**src/rtl/vga_pattern_if.sv**
```systemverilog
// Video pixel-stage bundle: raw beam position and syncs from the sync generator
// toward the pattern stage, plus the coloured, re-timed stream coming back out.
interface vga_pattern_if;
   logic [9:0] counter_x;
   logic [9:0] counter_y;
   logic       in_display_area;
   logic       hsync_in;
   logic       vsync_in;
   logic       mode_next;
   logic [5:0] pixel_out;
   logic       hsync_out;
   logic       vsync_out;
   logic [1:0] mode;

   modport master (
      output counter_x, counter_y, in_display_area, hsync_in, vsync_in, mode_next,
      input  pixel_out, hsync_out, vsync_out, mode
   );

   modport slave (
      input  counter_x, counter_y, in_display_area, hsync_in, vsync_in, mode_next,
      output pixel_out, hsync_out, vsync_out, mode
   );
endinterface

```
**src/rtl/vga_pattern_gen.sv**
```systemverilog
// Two-stage pixel pipeline: registers the beam position, then picks a 6-bit colour
// from one of four test patterns; pattern switches are deferred to frame boundaries.
//
//   state        | meaning
//   MODE_GRID    | 8x8 palette grid from position bits [8:6]
//   MODE_SCROLL  | horizontal gradient scrolled by the frame counter
//   MODE_CHECKER | 32-pixel checkerboard whose phase flips every 64 frames
//   MODE_WHITE   | solid white
module vga_pattern_gen #(
   parameter int H_ACTIVE = 640,
   parameter int V_ACTIVE = 480
) (
   input  logic          clk_25,
   input  logic          rst_n,
   vga_pattern_if.slave  vid
);

   typedef enum logic [1:0] {
      MODE_GRID    = 2'd0,
      MODE_SCROLL  = 2'd1,
      MODE_CHECKER = 2'd2,
      MODE_WHITE   = 2'd3
   } mode_e;

   // Geometry only matters to whoever drives the counters; nothing here depends on it.
   localparam logic unused_geometry = (H_ACTIVE > 0) && (V_ACTIVE > 0);

   logic [9:0] x_s1_q, y_s1_q;
   logic       de_s1_q, hs_s1_q, vs_s1_q;
   logic       vsync_prev_q;
   logic [7:0] frame_count_q, frame_count_d;
   logic       pending_q, pending_d;
   mode_e      mode_q, mode_d;
   logic [5:0] pixel_q, pixel_d;
   logic       hs_q, vs_q;
   logic       frame_edge;
   logic       unused_s1_bits;

   assign unused_s1_bits = ^{x_s1_q[3:0], y_s1_q[9], y_s1_q[4:0]};

   always_ff @(posedge clk_25 or negedge rst_n) begin
      if (!rst_n) begin
         x_s1_q        <= '0;
         y_s1_q        <= '0;
         de_s1_q       <= 1'b0;
         hs_s1_q       <= 1'b1;
         vs_s1_q       <= 1'b1;
         vsync_prev_q  <= 1'b1;
         frame_count_q <= '0;
         pending_q     <= 1'b0;
         mode_q        <= MODE_GRID;
         pixel_q       <= '0;
         hs_q          <= 1'b1;
         vs_q          <= 1'b1;
      end else begin
         x_s1_q        <= vid.counter_x;
         y_s1_q        <= vid.counter_y;
         de_s1_q       <= vid.in_display_area;
         hs_s1_q       <= vid.hsync_in;
         vs_s1_q       <= vid.vsync_in;
         vsync_prev_q  <= vid.vsync_in;
         frame_count_q <= frame_count_d;
         pending_q     <= pending_d;
         mode_q        <= mode_d;
         pixel_q       <= pixel_d;
         hs_q          <= hs_s1_q;
         vs_q          <= vs_s1_q;
      end
   end

   // Edge is taken on the raw vsync so mode updates land during blanking.
   always_comb begin
      frame_edge    = vsync_prev_q & ~vid.vsync_in;
      frame_count_d = frame_count_q;
      pending_d     = pending_q;
      mode_d        = mode_q;
      if (frame_edge) begin
         frame_count_d = frame_count_q + 8'd1;
         if (pending_q) begin
            mode_d    = mode_e'(mode_q + 2'd1);
            pending_d = 1'b0;
         end
      end
      if (vid.mode_next) begin
         pending_d = 1'b1;
      end
   end

   always_comb begin
      pixel_d = 6'h00;
      if (de_s1_q) begin
         case (mode_q)
            MODE_GRID:    pixel_d = {y_s1_q[8:6], x_s1_q[8:6]};
            MODE_SCROLL:  pixel_d = x_s1_q[9:4] + frame_count_q[5:0];
            MODE_CHECKER: pixel_d = (x_s1_q[5] ^ y_s1_q[5] ^ frame_count_q[6]) ? 6'h3F : 6'h00;
            default:      pixel_d = 6'h3F;
         endcase
      end
   end

   assign vid.pixel_out = pixel_q;
   assign vid.hsync_out = hs_q;
   assign vid.vsync_out = vs_q;
   assign vid.mode      = mode_q;

endmodule

```
**src/flat_wrapper.sv**
```systemverilog
// flat-port wrapper written by rule: the top's interface ports become plain ports
module vga_pattern_gen_flat 
#(
   parameter int H_ACTIVE = 640,
   parameter int V_ACTIVE = 480
)
  (clk_25, rst_n, vid_counter_x, vid_counter_y, vid_in_display_area, vid_hsync_in, vid_vsync_in, vid_mode_next, vid_pixel_out, vid_hsync_out, vid_vsync_out, vid_mode);
  vga_pattern_if vid_i ();
  input  logic clk_25;
  input  logic rst_n;
  input wire logic [$bits(vid_i.counter_x)-1:0] vid_counter_x;
  input wire logic [$bits(vid_i.counter_y)-1:0] vid_counter_y;
  input wire logic [$bits(vid_i.in_display_area)-1:0] vid_in_display_area;
  input wire logic [$bits(vid_i.hsync_in)-1:0] vid_hsync_in;
  input wire logic [$bits(vid_i.vsync_in)-1:0] vid_vsync_in;
  input wire logic [$bits(vid_i.mode_next)-1:0] vid_mode_next;
  output wire logic [$bits(vid_i.pixel_out)-1:0] vid_pixel_out;
  output wire logic [$bits(vid_i.hsync_out)-1:0] vid_hsync_out;
  output wire logic [$bits(vid_i.vsync_out)-1:0] vid_vsync_out;
  output wire logic [$bits(vid_i.mode)-1:0] vid_mode;
  assign vid_i.counter_x = vid_counter_x;
  assign vid_i.counter_y = vid_counter_y;
  assign vid_i.in_display_area = vid_in_display_area;
  assign vid_i.hsync_in = vid_hsync_in;
  assign vid_i.vsync_in = vid_vsync_in;
  assign vid_i.mode_next = vid_mode_next;
  assign vid_pixel_out = vid_i.pixel_out;
  assign vid_hsync_out = vid_i.hsync_out;
  assign vid_vsync_out = vid_i.vsync_out;
  assign vid_mode = vid_i.mode;
  vga_pattern_gen #(.H_ACTIVE(H_ACTIVE), .V_ACTIVE(V_ACTIVE)) u_core (.clk_25(clk_25), .rst_n(rst_n), .vid(vid_i));
endmodule
```
**config.mk**
```make
export PLATFORM = sky130hd
export DESIGN_NAME = vga_pattern_gen_flat
export DESIGN_NICKNAME = d
export VERILOG_FILES = /design/src/rtl/vga_pattern_if.sv /design/src/rtl/vga_pattern_gen.sv /design/src/flat_wrapper.sv
export SDC_FILE = /design/constraint.sdc
export NUM_CORES = 1
export LEC_CHECK = 0
export BUFFER_PORTS_ARGS = -buffer_cell sky130_fd_sc_hd__buf_4
export CORE_ASPECT_RATIO = 1.25
export CORE_UTILIZATION = 50
export CTS_CLUSTER_SIZE = 24
export DETAILED_ROUTE_END_ITERATION = 16
export PLACE_DENSITY = 0.87
export RECOVER_POWER = 25
export REMOVE_ABC_BUFFERS = 1
export SLEW_MARGIN = 15
export SYNTH_ARGS = -nofsm -noshare
export SYNTH_HDL_FRONTEND = slang
export SYNTH_SLANG_ARGS = --single-unit
```
**constraint.sdc**
```tcl
create_clock -name clk_25 -period 1.9 [get_ports clk_25]
set_input_delay 0.285 -clock clk_25 [delete_from_list [all_inputs] [get_ports clk_25]]
set_output_delay 0.285 -clock clk_25 [all_outputs]
set_load 0.1 [all_outputs]
```
==> summary.txt <==
Clock network
  • CTS tree: yes
  • Inserted Clock Buffers: 5
  • Clk Latency, worst-skew pair: 0.32 ns
  • Cts repair resizes: 0
  • Clock transition at path regs: 0.09 ns
  • CTS sink cnt: 31
  • CTS Buffer Depth: 2
  • H-tree depth: 2
  • Root buffer cell: clkbuf_4

Critical path
  • Worst endpoint required time: ~2.1 ns
  • CP Launch Type: flip-flop
  • Reg2reg setup slack: between 0.1 and 0.15 ns
  • Critical-path maximum fanout: 3
  • Worst EP arrival: 1.96 ns
  • Crit Path Category: flip-flop to flip-flop
  • Critical Path Sink Type: flip-flop

Floorplan
  • Die ar.: between 2000 and 3000 um^2
  • Die Wd: 48.0 um
  • Core area: 2480 um^2
  • Standard-cell rows: 20
  • Ports: 36
  • Initial Util: roughly 53%
  • Die Span Y: slightly below 60 um

Cells and area
  • Nets: around 170
  • # diodes: 0
  • Synthesis-to-finish area growth: 23.9%
  • Fillers: 188
  • FF/Latch Area: roughly 800 um^2
  • Share of layout cells above drive strength 1: 32.8%
  • Most frequent cells in the layout: 27 x dfrtp_1, 18 x clkbuf_4, 13 x buf_4
  • Leading cell type in the layout, fill and taps excluded: dfrtp_1
  • Layout Utilization: about two thirds
  • Multi-input gate area: slightly above 500 um^2

Outcome
  • Outcome: complete, no violations

GRT
  • Initial antenna violation count: 0
  • Total track usage: a little under a fifth
  • Largest net degree at the start of global routing: 32
  • First-pass GRT wire length: ~3600 um
  • Vias in the first global route: between 800 and 900
  • Total gr overflow: 0

STA
  • Final Skew: around 0.0087 ns
  • Final setup viols: 0
  • Fin crit share: a little over 90%
  • Relative slew slack: between 50% and 60%
  • Unrepaired setup endpoints after global routing: false
  • Worst-Margin Slew: approximately 0.7 ns
  • Fmax: ~0.57 GHz
  • Slew Viols, Final: 0
  • Setup ws final: 0.146 ns
  • Min Tclk post-route: roughly 1.8 ns
  • Hold Violations, Final: 0

Job
  • Max capacitance violation total: 0

Yosys
  • Synth Instances: 96
  • Area of the mapped netlist: ~1300 um^2
  • Yosys warnings: 0
  • Synth cell types: 27
  • Count of state elements after synthesis: 31
  • Sequential share of the synthesized area: 59.1%
  • Mean Syn Cell Area: roughly 14 um^2

Drt
  • Routed wire length: about 2200 um
  • Vias per cell: between 5 and 6
  • Pre-Repair DR Iteration Count: 4
  • DRC violations left: 0
  • Via Count: about 880
  • Final ANT Viol Nets: 0
  • Wire per inst: around 13 um
  • Initial DRC count: 15

Placement
  • Setup WS pre-CTS: 0.115 ns
  • I/O Buffers: 25
  • Detailed placement HPWL: about 1600 um
  • RD Place Congestion: between 0.8 and 0.9

Power and ir drop
  • Power per cell area: approximately 1800 nW/um^2
  • Pleak: approximately 0.0008 uW
  • Worst vdd ir: about 1100 uV

Hold path
  • Worst Hold Class: input port to flip-flop
==> logic make-up after synthesis <==
| family | synth area share (%) |
|---|---|
| compound gates | 13.2 |
| flops | 59.1 |
| fa+ha+maj | 11.0 |
| mux | 1.70 |
| simple gates | 5.49 |
| buf+inv | 1.80 |
| xor+xnor | 7.76 |
==> worst max-delay path, cell delays in order, from the launching register on <==
cell,delay (ns)
dfrtp_1,0.39
ha_1,0.24
fa_1,0.41
a21o_1,0.18
a21oi_1,0.19
o311a_1,0.17
a21oi_1,0.06
==> power by group <==
group | leakage, uW | internal (uW) | switching, uW
logic | 0.000389 | 460 | 1040
clock network | 0.0000386 | 217 | 210
registers | 0.000369 | 820 | 132
total | 0.000797 | 1500 | 1380
==> timing repair <==
item                       4_1_cts  5_1_grt
hold endpoints to repair        27        0
setup endpoints to repair        0        1
setup buffers                    0        1
hold buffers                     1        0
==> state kept, by name, summed over array words and instances, names as in the netlist <==
| name | cells |
|---|---|
| u_core.de_s1_q | 1 |
| u_core.frame_count_q | 7 |
| u_core.hs_s1_q | 1 |
| u_core.pending_q | 1 |
| u_core.vid.hsync_out | 1 |
| u_core.vid.mode | 2 |
| u_core.vid.pixel_out | 6 |
| u_core.vid.vsync_out | 1 |
| u_core.vs_s1_q | 1 |
| u_core.x_s1_q | 6 |
| u_core.y_s1_q | 4 |
==> path summary, 6_finish.rpt <==
check,from,to,depth (start not counted)
max,u_core.frame_count_q[0],u_core.vid.pixel_out[4],6
min,vid_vsync_in,u_core.vs_s1_q,1
max reg2reg,u_core.frame_count_q[0],u_core.vid.pixel_out[4],6
min reg2reg,u_core.hs_s1_q,u_core.vid.hsync_out,0
max in group asynchronous,rst_n,u_core.x_s1_q[7],2
min in group asynchronous,rst_n,u_core.x_s1_q[9],2
==> cell usage after synthesis <==
| cell type | instances | share of area [%] |
|---|---|---|
| o311a_1 | 2 | 1.5 |
| inv_1 | 5 | 1.4 |
| a211o_1 | 1 | 0.66 |
| a211oi_1 | 2 | 1.1 |
| a21o_1 | 2 | 1.1 |
| mux2_2 | 2 | 1.7 |
| buf_2 | 1 | 0.38 |
| nand3_1 | 4 | 1.5 |
| nor2b_1 | 1 | 0.47 |
| dfrtp_1 | 27 | 51 |
| xor2_1 | 5 | 3.3 |
| xor3_1 | 1 | 1.8 |
| fa_1 | 1 | 1.5 |
| a22oi_1 | 3 | 1.7 |
| dfstp_2 | 4 | 8.0 |
| or3_1 | 1 | 0.47 |
| and4_1 | 2 | 1.3 |
| nand2_1 | 4 | 1.1 |
| xnor2_1 | 4 | 2.7 |
| a21oi_4 | 1 | 1.2 |
| o221ai_2 | 1 | 1.1 |
| o21bai_1 | 2 | 1.1 |
| a21boi_2 | 1 | 0.85 |
| o21ai_0 | 1 | 0.38 |
| nor2_1 | 2 | 0.57 |
| a21oi_1 | 6 | 2.3 |
| ha_1 | 10 | 9.5 |
==> per-layer routing <==
metal	global-route usage (%)	part of all wire [%]	vias up
met5	0	0	-
li1	-	-	412
met4	7.94	2.8	0
met3	8.23	5.0	6
met1	20.4	39	430
met2	30.1	53	30
==> area by class of cell <==
| cell class | count | area share, % |
|---|---|---|
| Multi-Input combinational cell | 59 | 31.6 |
| Tap cell | 33 | 2.52 |
| Sequential cell | 31 | 47.7 |
| Clock buffer | 8 | 4.20 |
| Timing Repair Buffer | 28 | 12.8 |
| Inverter | 5 | 1.15 |
==> through the flow <==
stage          cells  power, uW  hold slack [ns]  cell area (um^2)  TNS (ns)
2_1_floorplan     95       2110          -0.0106              1320   -0.0932
3_3_place_gp     154       2390            0.222              1550         0
3_5_place_dp     154       2440            0.230              1550         0
4_1_cts          163       2880           0.0399              1630         0
5_1_grt          164       3050           0.0446              1640         0
6_report         164       2880           0.0678              1640         0
Note: power is estimated with default switching activity, not from simulation.
